`src/rtl/piso_serializer_pkg.sv`:
```
// Shared definitions for the parallel-in/serial-out serializer.
// This package holds the FSM state encoding and the bit-order constants.
package piso_serializer_pkg;

  typedef enum logic {
    ST_IDLE  = 1'b0,
    ST_SHIFT = 1'b1
  } state_e;

  // These values are compared against the MSB_FIRST parameter of the serializer.
  localparam bit ORDER_LSB_FIRST = 1'b0;
  localparam bit ORDER_MSB_FIRST = 1'b1;

endpackage

```
`src/rtl/piso_serializer_bit_counter.sv`:
```
// Modulo-MODULUS up-counter with synchronous clear, enable and terminal-count flag.
// A future deserializer can reuse it to count bit positions.
module bit_counter #(
  parameter int MODULUS = 8,
  parameter int CW      = $clog2(MODULUS)
) (
  input  logic          clk,
  input  logic          reset,
  input  logic          clear,
  input  logic          enable,
  output logic [CW-1:0] count,
  output logic          terminal
);

  localparam logic [CW-1:0] LAST = CW'(MODULUS - 1);

  assign terminal = (count == LAST);

  always_ff @(posedge clk) begin
    if (reset) begin
      count <= '0;
    end else if (clear) begin
      count <= '0;
    end else if (enable) begin
      count <= terminal ? '0 : count + CW'(1);
    end
  end

endmodule

```
`src/rtl/piso_serializer.sv`:
```
// Parallel-in/serial-out serializer. It accepts a word through valid/ready and emits it one bit per clock.
// It raises first/last framing strobes, and consecutive words follow each other with no idle cycle.
module piso_serializer
  import piso_serializer_pkg::*;
#(
  parameter int WIDTH     = 64,
  parameter bit MSB_FIRST = 1'b0
) (
  input  logic             clk,
  input  logic             reset,
  input  logic [WIDTH-1:0] load_data,
  input  logic             load_valid,
  output logic             load_ready,
  output logic             ser_out,
  output logic             ser_valid,
  output logic             ser_first,
  output logic             ser_last,
  output logic             busy
);

  localparam int CW      = $clog2(WIDTH);
  localparam int OUT_IDX = (MSB_FIRST == ORDER_MSB_FIRST) ? WIDTH - 1 : 0;

  state_e           state, state_next;
  logic [WIDTH-1:0] shreg;
  logic [CW-1:0]    cnt;
  logic             cnt_last;
  logic             cnt_clear;
  logic             cnt_en;
  logic             accept;

  // On the last-bit cycle the next word can be taken, which keeps the stream free of bubbles.
  assign load_ready = (state == ST_IDLE) || cnt_last;
  assign accept     = load_valid && load_ready;

  // NOTE: sequential state is written with non-blocking assignments so all flops see pre-edge values.
  always_ff @(posedge clk) begin
    if (reset) begin
      state <= ST_IDLE;
    end else begin
      state <= state_next;
    end
  end

  // NOTE: every output of this block is defaulted first so no path can infer a latch.
  always_comb begin
    state_next = state;
    cnt_clear  = 1'b0;
    cnt_en     = 1'b0;
    unique case (state)
      ST_IDLE: begin
        if (accept) begin
          state_next = ST_SHIFT;
          cnt_clear  = 1'b1;
        end
      end
      ST_SHIFT: begin
        if (cnt_last) begin
          cnt_clear = 1'b1;
          if (!load_valid) state_next = ST_IDLE;
        end else begin
          cnt_en = 1'b1;
        end
      end
    endcase
  end

  bit_counter #(
    .MODULUS (WIDTH),
    .CW      (CW)
  ) u_bit_counter (
    .clk      (clk),
    .reset    (reset),
    .clear    (cnt_clear),
    .enable   (cnt_en),
    .count    (cnt),
    .terminal (cnt_last)
  );

  // NOTE: shreg is a plain register rather than a memory, so it is reset. Its output is also gated by state.
  always_ff @(posedge clk) begin
    if (reset) begin
      shreg <= '0;
    end else if (accept) begin
      shreg <= load_data;
    end else if (cnt_en) begin
      shreg <= (MSB_FIRST == ORDER_MSB_FIRST) ? {shreg[WIDTH-2:0], 1'b0}
                                              : {1'b0, shreg[WIDTH-1:1]};
    end
  end

  assign ser_valid = (state == ST_SHIFT);
  assign busy      = ser_valid;
  assign ser_first = ser_valid && (cnt == '0);
  assign ser_last  = ser_valid && cnt_last;
  assign ser_out   = ser_valid && shreg[OUT_IDX];

endmodule
```
`config.mk`:
```
export PLATFORM = sky130hd
export DESIGN_NAME = piso_serializer
export DESIGN_NICKNAME = d
export VERILOG_FILES = /design/src/rtl/piso_serializer_pkg.sv /design/src/rtl/piso_serializer_bit_counter.sv /design/src/rtl/piso_serializer.sv
export SDC_FILE = /design/constraint.sdc
export NUM_CORES = 1
export LEC_CHECK = 0
export CAP_MARGIN = 15
export CORE_ASPECT_RATIO = 0.7
export CORE_UTILIZATION = 47
export DETAILED_ROUTE_END_ITERATION = 8
export PLACE_DENSITY = 0.89
export REMOVE_ABC_BUFFERS = 1
export SYNTH_ARGS = -nofsm -noshare
export SYNTH_HDL_FRONTEND = slang
export SYNTH_SLANG_ARGS = --single-unit
export TNS_END_PERCENT = 30
```
`constraint.sdc`:
```
create_clock -name clk -period 1.88 [get_ports clk]
set_clock_uncertainty 0.15 [all_clocks]
set_input_delay 0.188 -clock clk [delete_from_list [all_inputs] [get_ports clk]]
set_output_delay 0.188 -clock clk [all_outputs]
set_load 0.005 [all_outputs]
```
==> results of run 1 <==
[stage by stage]
stage	power (µW)	instance area (µm²)	worst slack [ns]	utilization (%)
global route	4010	4680	0.00780	63.3
global placement	2330	4410	0.0559	59.8
floorplan	2040	3390	-1.99	-
finish	3860	4680	0.0666	63.3
detailed placement	2360	4410	-0.0556	59.8
CTS	3880	4670	0.0168	63.2
[synthesized netlist by cell type]
master	instances	share of area [%]
a211oi_2	30	10
and2_1	2	0.34
and4_1	1	0.24
o21ba_2	1	0.28
buf_2	17	2.3
nand4_1	1	0.17
a21oi_1	4	0.55
dfxtp_1	71	39
or4_1	1	0.21
a211oi_1	96	20
buf_4	4	0.83
nand2_1	2	0.21
nor4_1	1	0.17
mux2i_1	64	18
a21o_1	4	0.83
a311oi_1	2	0.48
and3_1	4	0.69
xor2_1	2	0.48
clkbuf_1	21	2.2
nor2_1	4	0.41
o31ai_1	1	0.21
buf_6	5	1.5
inv_1	4	0.41
ha_1	2	0.69
[what timing repair did]
action | 4_1_cts | 5_1_grt
pin swaps | 2 | 0
hold endpoints to repair | 0 | 0
setup buffers | 0 | 0
gates resized for setup | 12 | 4
endpoints found under the setup margin | 15 | 5
[power groups by stage]
stage | Sequential, µW | Clock [µW] | Combinational, µW
6_report | 1700 | 1530 | 633
2_1_floorplan | 1710 | 0 | 325
5_1_grt | 1710 | 1610 | 687
3_3_place_gp | 1720 | 0 | 612
4_1_cts | 1700 | 1550 | 635
3_5_place_dp | 1730 | 0 | 634
[how the worst max path moves through the flow]
stage,startpoint,to,slack (ns),depth (start not counted)
2_1_floorplan,u_bit_counter.count[0],shreg[0],-1.99,4
3_3_place_gp,u_bit_counter.count[0],load_ready,0.06,4
3_5_place_dp,u_bit_counter.count[1],shreg[46],-0.06,6
4_1_cts,u_bit_counter.count[0],ser_last,0.02,4
5_1_grt,u_bit_counter.count[5],ser_first,0.008,3
6_report,u_bit_counter.count[0],load_ready,0.07,4
[flip-flops by register name, indices dropped and copies added, names as in the netlist]
register             count
busy                     1
u_bit_counter.count      6
shreg                   64
[cell families after synthesis]
group | synth area share, %
AO/OA/AOI/OAI | 32.5
adder cells (fa/ha/maj) | 0.687
multiplexers | 17.6
AND/OR/NAND/NOR | 2.44
flip-flops | 39.1
buffers and inverters | 7.29
XOR/XNOR | 0.481
[layout make-up]
type                            instances  area (µm²)
Fill cell                             583        2710
Multi-Input combinational cell        222        1970
Sequential cell                        71        1430
Timing Repair Buffer                   89         883
Clock buffer                           11         151
Tap cell                               98         123
Clock inverter                          5         104
Inverter                                4        15.0
[layer usage]
layer	track usage (%)	vias up
li1	-	1462
met1	29.0	1445
met2	35.8	100
met3	6.07	10
met4	4.87	0
met5	0	-
==> impl_results.md, run 1 <==
- Status: finished clean
- Global route overflow: 0
- CTS Hold Bufs: 0
- Wire length on met3: 516 µm
- Drt pass-1 iters: 4
- Final WL: 8620 µm
- Pin count of the biggest net entering global routing: 65
- Chip Height: 75.6 µm
- Rel. slew slack: 67.1%
- Die X: 107 µm
- Synth warn: 0
- Worst r2r path cells: 5
- Count of cell types in the netlist: 24
- Critical Path Max Stage Delay: 0.32 ns
- R2r setup slk: 0.14 ns
- Clock latency at the later pin of the worst-skew pair: 0.35 ns
- Sw frac: 24.2%
- Top delay family on crit path: flip-flops
- Initial Utilization: 49.3%
- Period minus WS final: 1.81 ns
- Via Count: 3017
- CTS clock-pin slew for the worst setup and hold paths: 0.07 ns
- Cell chain of the critical path: ha_1, and4_4, a21o_2, buf_2
- Root Driver: clkbuf_8
- # DRC: 0
- Vias/cell: 6.03
- Final Hold Viols: 0
- Net count, final: 466
- Synth Area per Inst: 10.6 µm²
- Final HPWL DP: 5510 µm
- WHS: 0.163 ns
- Startpoint Class: flip-flop
- CP Class: flip-flop to output pin
- Antenna violations before repair: 0
- Hold Startpoint: reset
- Switching power total: 935 µW
- Die area: 8110 µm²
- Setup_tns: 0 ns
- Setup crit end kind: output pin
- WHS Path Cells: 2
- Worst Hold Class: input port to flip-flop
- Clock power share: 39.6%
- Post-Synthesis Cells: 344
- CP max FO: 4
- Seq/Total Area, Yosys: 39.1%
- P_int: 2930 µW
- Reg-to-reg startpoint: u_bit_counter.count[0]
- Flop pwr share: 44.0%
- Vias in the first global route: 2784
- Crit-path slowest cell: dfxtp_2
- Clock sink count: 71
- Area Growth Syn to Fin: 28.5%
- Gpl congestion: 0.848
- Share of layout cells above drive strength 1: 19.4%
- VDD IR-drop max: 0.000432 V
- Combinational share of power: 16.4%
- H-Tree Level Count: 3
- Pwr Density: 826 nW/µm²
- First-pass GRT wire length: 13800 µm
- Leak: 0.00175 µW
- Cell Area, Synth: 3640 µm²
- Core area: 7380 µm²
- Met1 Wirelength: 3920 µm
- Port bufs: 72
- Worst flop-to-flop path endpoint: shreg[59]
- DRT iter0 DRCs: 186
- Total track usage: 21.8%
- Clock tree from TritonCTS: done
- Placed cell count: 485
- RSZ-0062 raised after global routing: false
- Crit path buf inv count: 1
- Commonest non-fill, non-tap cell in the layout: a211oi_1
- Max Slew Vio Count: 0
- CTS buffer count: 9
- Final period util: 96.5%
- Hold endpoint: shreg[31]
- Setup Viol. Count Final: 0
- Final Instance Count excl. Fillers: 500
- Maxcap violations: 0
- #FFs+latches synth: 71
- Clk buf depth: 2
- Antenna viol nets, final: 0
- Req. time, crit path: 1.54 ns
- Most frequent cells in the layout: a211oi_1 (96), clkdlybuf4s50_1 (67), dfxtp_1 (67), mux2i_1 (64), a211oi_2 (30)
- Site Rows: 26
- Wire length per cell: 17.2 µm
- Wire length on met2: 4120 µm
- Max frequency: 551 MHz
- Worst path arrival time: 1.48 ns
- Worst-Margin Slew: 0.494 ns
- Highest routed layer: met4
- Antenna diodes: 0
- I/O pins: 73
Note: power is estimated with default switching activity, not from simulation.
==> run 2, diff against run 1 <==
==> constraint.sdc (replaced) <==
create_clock -name clk -period 1.88 [get_ports clk]
set_clock_uncertainty 0.15 [all_clocks]
set_input_delay 0.282 -clock clk [delete_from_list [all_inputs] [get_ports clk]]
set_output_delay 0.282 -clock clk [all_outputs]
set_load 0.005 [all_outputs]
==> run 2 against run 1 <==
Flip-flop and latch count unchanged. Register-to-register slack about the same. Setup slack got worse by 0.049 ns. Critical endpoint unchanged. Largest cell class unchanged.
==> impl_results.md, run 2 (same netlist as run 1, synthesis figures left out) <==
- Status: finished clean
- Largest register by flop count: shreg
- I/O pins: 73 (unchanged)
- Worst slack at placement: -0.0534 ns (+0.00224 ns)
- Worst-Margin Slew: 0.537 ns (+0.0427 ns)
- Crit-path slowest cell: dfxtp_2
- Antenna violations before repair: 0 (unchanged)
- Die area: 8110 µm² (unchanged)
- Wire length on met2: 3960 µm (-4.1%)
- DRT iter0 DRCs: 96 (-48%)
- Worst Hold Class: input port to flip-flop
- Max reg flops: 64 (unchanged)
- Clock tree from TritonCTS: done
- Most frequent cells in the layout: a211oi_1 (96), clkdlybuf4s50_1 (67), dfxtp_1 (67), mux2i_1 (64), a211oi_2 (30)
- Wire length on met3: 592 µm (+15%)
- Commonest non-fill, non-tap cell in the layout: a211oi_1
- Total track usage: 21.8% (-0.038 points)
- H-Tree Level Count: 3 (unchanged)
- Core area: 7380 µm² (unchanged)
- Leak: 0.00175 µW (+0.30%)
- Req. time, crit path: 1.45 ns (-0.09 ns)
- Share of layout cells above drive strength 1: 21.6% (+2.2 points)
- Critical Path Max Stage Delay: 0.34 ns (+0.02 ns)
- Maxcap violations: 0 (unchanged)
- # DRC: 0 (unchanged)
- CTS clock-pin slew for the worst setup and hold paths: 0.08 ns (about the same)
- Clock latency at the later pin of the worst-skew pair: 0.35 ns (about the same)
- Final period util: 99.1% (+2.6 points)
- Post-layout util: 63.6% (+0.30 points)
- VDD IR-drop max: 0.000589 V (+36%)
- Startpoint Class: flip-flop
- Vias/cell: 6.06 (+0.35%)
- Chip Height: 75.6 µm (unchanged)
- Vias in the first global route: 2910 (+4.5%)
- Period minus WS final: 1.86 ns (+0.0494 ns)
- Gpl congestion: 0.903 (+6.5%)
- Met1 Wirelength: 4050 µm (+3.3%)
- Root Driver: clkbuf_8
- Pin count of the biggest net entering global routing: 65 (unchanged)
- Area Growth Syn to Fin: 29.1%
- Clock sink count: 71 (unchanged)
- Final WL: 8730 µm (+1.3%)
- CTS Hold Bufs: 0 (unchanged)
- Initial Utilization: 49.3% (unchanged)
- Total power: 3700 µW (-4.3%)
- Max Slew Vio Count: 0 (unchanged)
- Wire length per cell: 17.3 µm (about the same)
- Final Instance Count excl. Fillers: 506 (+1.2%)
- Pwr Density: 787 nW/µm² (-4.8%)
- Drt pass-1 iters: 4 (unchanged)
- Die X: 107 µm (unchanged)
- Via Count: 3064 (+1.6%)
- Worst path arrival time: 1.43 ns (-0.05 ns)
- Port bufs: 72 (unchanged)
- Placed cell count: 489 (+0.82%)
- Cell chain of the critical path: ha_4, and4_4, a21o_4, buf_2
- First-pass GRT wire length: 13700 µm (-0.25%)
- Rel. slew slack: 64.2% (-2.8 points)
- Antenna viol nets, final: 0 (unchanged)
- CP Class: flip-flop to output pin
- Global route overflow: 0 (unchanged)
- Antenna diodes: 0 (unchanged)
- Worst setup margin: 0.0172 ns (-0.0494 ns)
- Final HPWL DP: 5600 µm (+1.5%)
- Clk buf depth: 2 (unchanged)
- Setup Viol. Count Final: 0 (unchanged)
- CTS buffer count: 9 (unchanged)
- Max frequency: 537 MHz (-2.7%)
- Highest routed layer: met4
- RSZ-0062 raised after global routing: true
- CP max FO: 4 (unchanged)
- Final Hold Viols: 0 (unchanged)
- Setup crit end kind: output pin
- Site Rows: 26 (unchanged)
- Net count, final: 472 (+1.3%)
==> run 2: what timing repair did <==
| action | in CTS | in global routing |
|---|---|---|
| resized for setup | 21 | 6 |
| endpoints found under the setup margin | 11 | 33 |
| pin swaps | 1 | 1 |
| buffers inserted | 1 | 0 |
==> run 2: worst paths after layout <==
check,start,end,slack [ns],depth (start not counted)
max,u_bit_counter.count[1],load_ready,0.02,4
min,reset,shreg[51],0.19,2
max reg2reg,u_bit_counter.count[0],shreg[38],0.13,5
min reg2reg,u_bit_counter.count[5],u_bit_counter.count[5],0.40,1
==> run 2: worst max-delay path, delay by kind of cell (launching register included) <==
kind,cells,cell delay [ns]
buffers and inverters,1,0.14
adders and majority gates,1,0.16
DFF,1,0.34
and+or+nand+nor,1,0.21
AOI/OAI and AO/OA,1,0.23
==> run 2: final cells by class <==
class,count,area [µm²]
clock buffers,10,138
clock inverters,6,83.8
fillers,595,2690
inverters,4,15.0
multi-input cells,222,2000
flip-flops and latches,71,1430
well taps,98,123
repair buffers,95,912
==> run 2: where the power goes <==
part           internal [µW]  switching (µW)  total, µW
Clock                    778             584       1360
Combinational            350             288        638
Sequential              1630            69.0       1700
Total                   2760             941       3700
==> run 2: metrics by stage <==
stage | TNS, ns | instance area (µm²) | hold WS [ns]
after CTS | 0 | 4670 | 0.179
after floorplan | -135.00 | 3390 | 0.197
after global placement | -0.0510 | 4420 | 0.337
final | 0 | 4700 | 0.190
after global routing | -0.0859 | 4700 | 0.183
after detailed placement | -0.126 | 4420 | 0.363
==> run 2: per-layer routing <==
layer	track usage, %	vias to the layer above
li1	-	1468
met4	7.31	0
met5	0	-
met1	26.8	1483
met3	7.87	16
met2	36.1	97
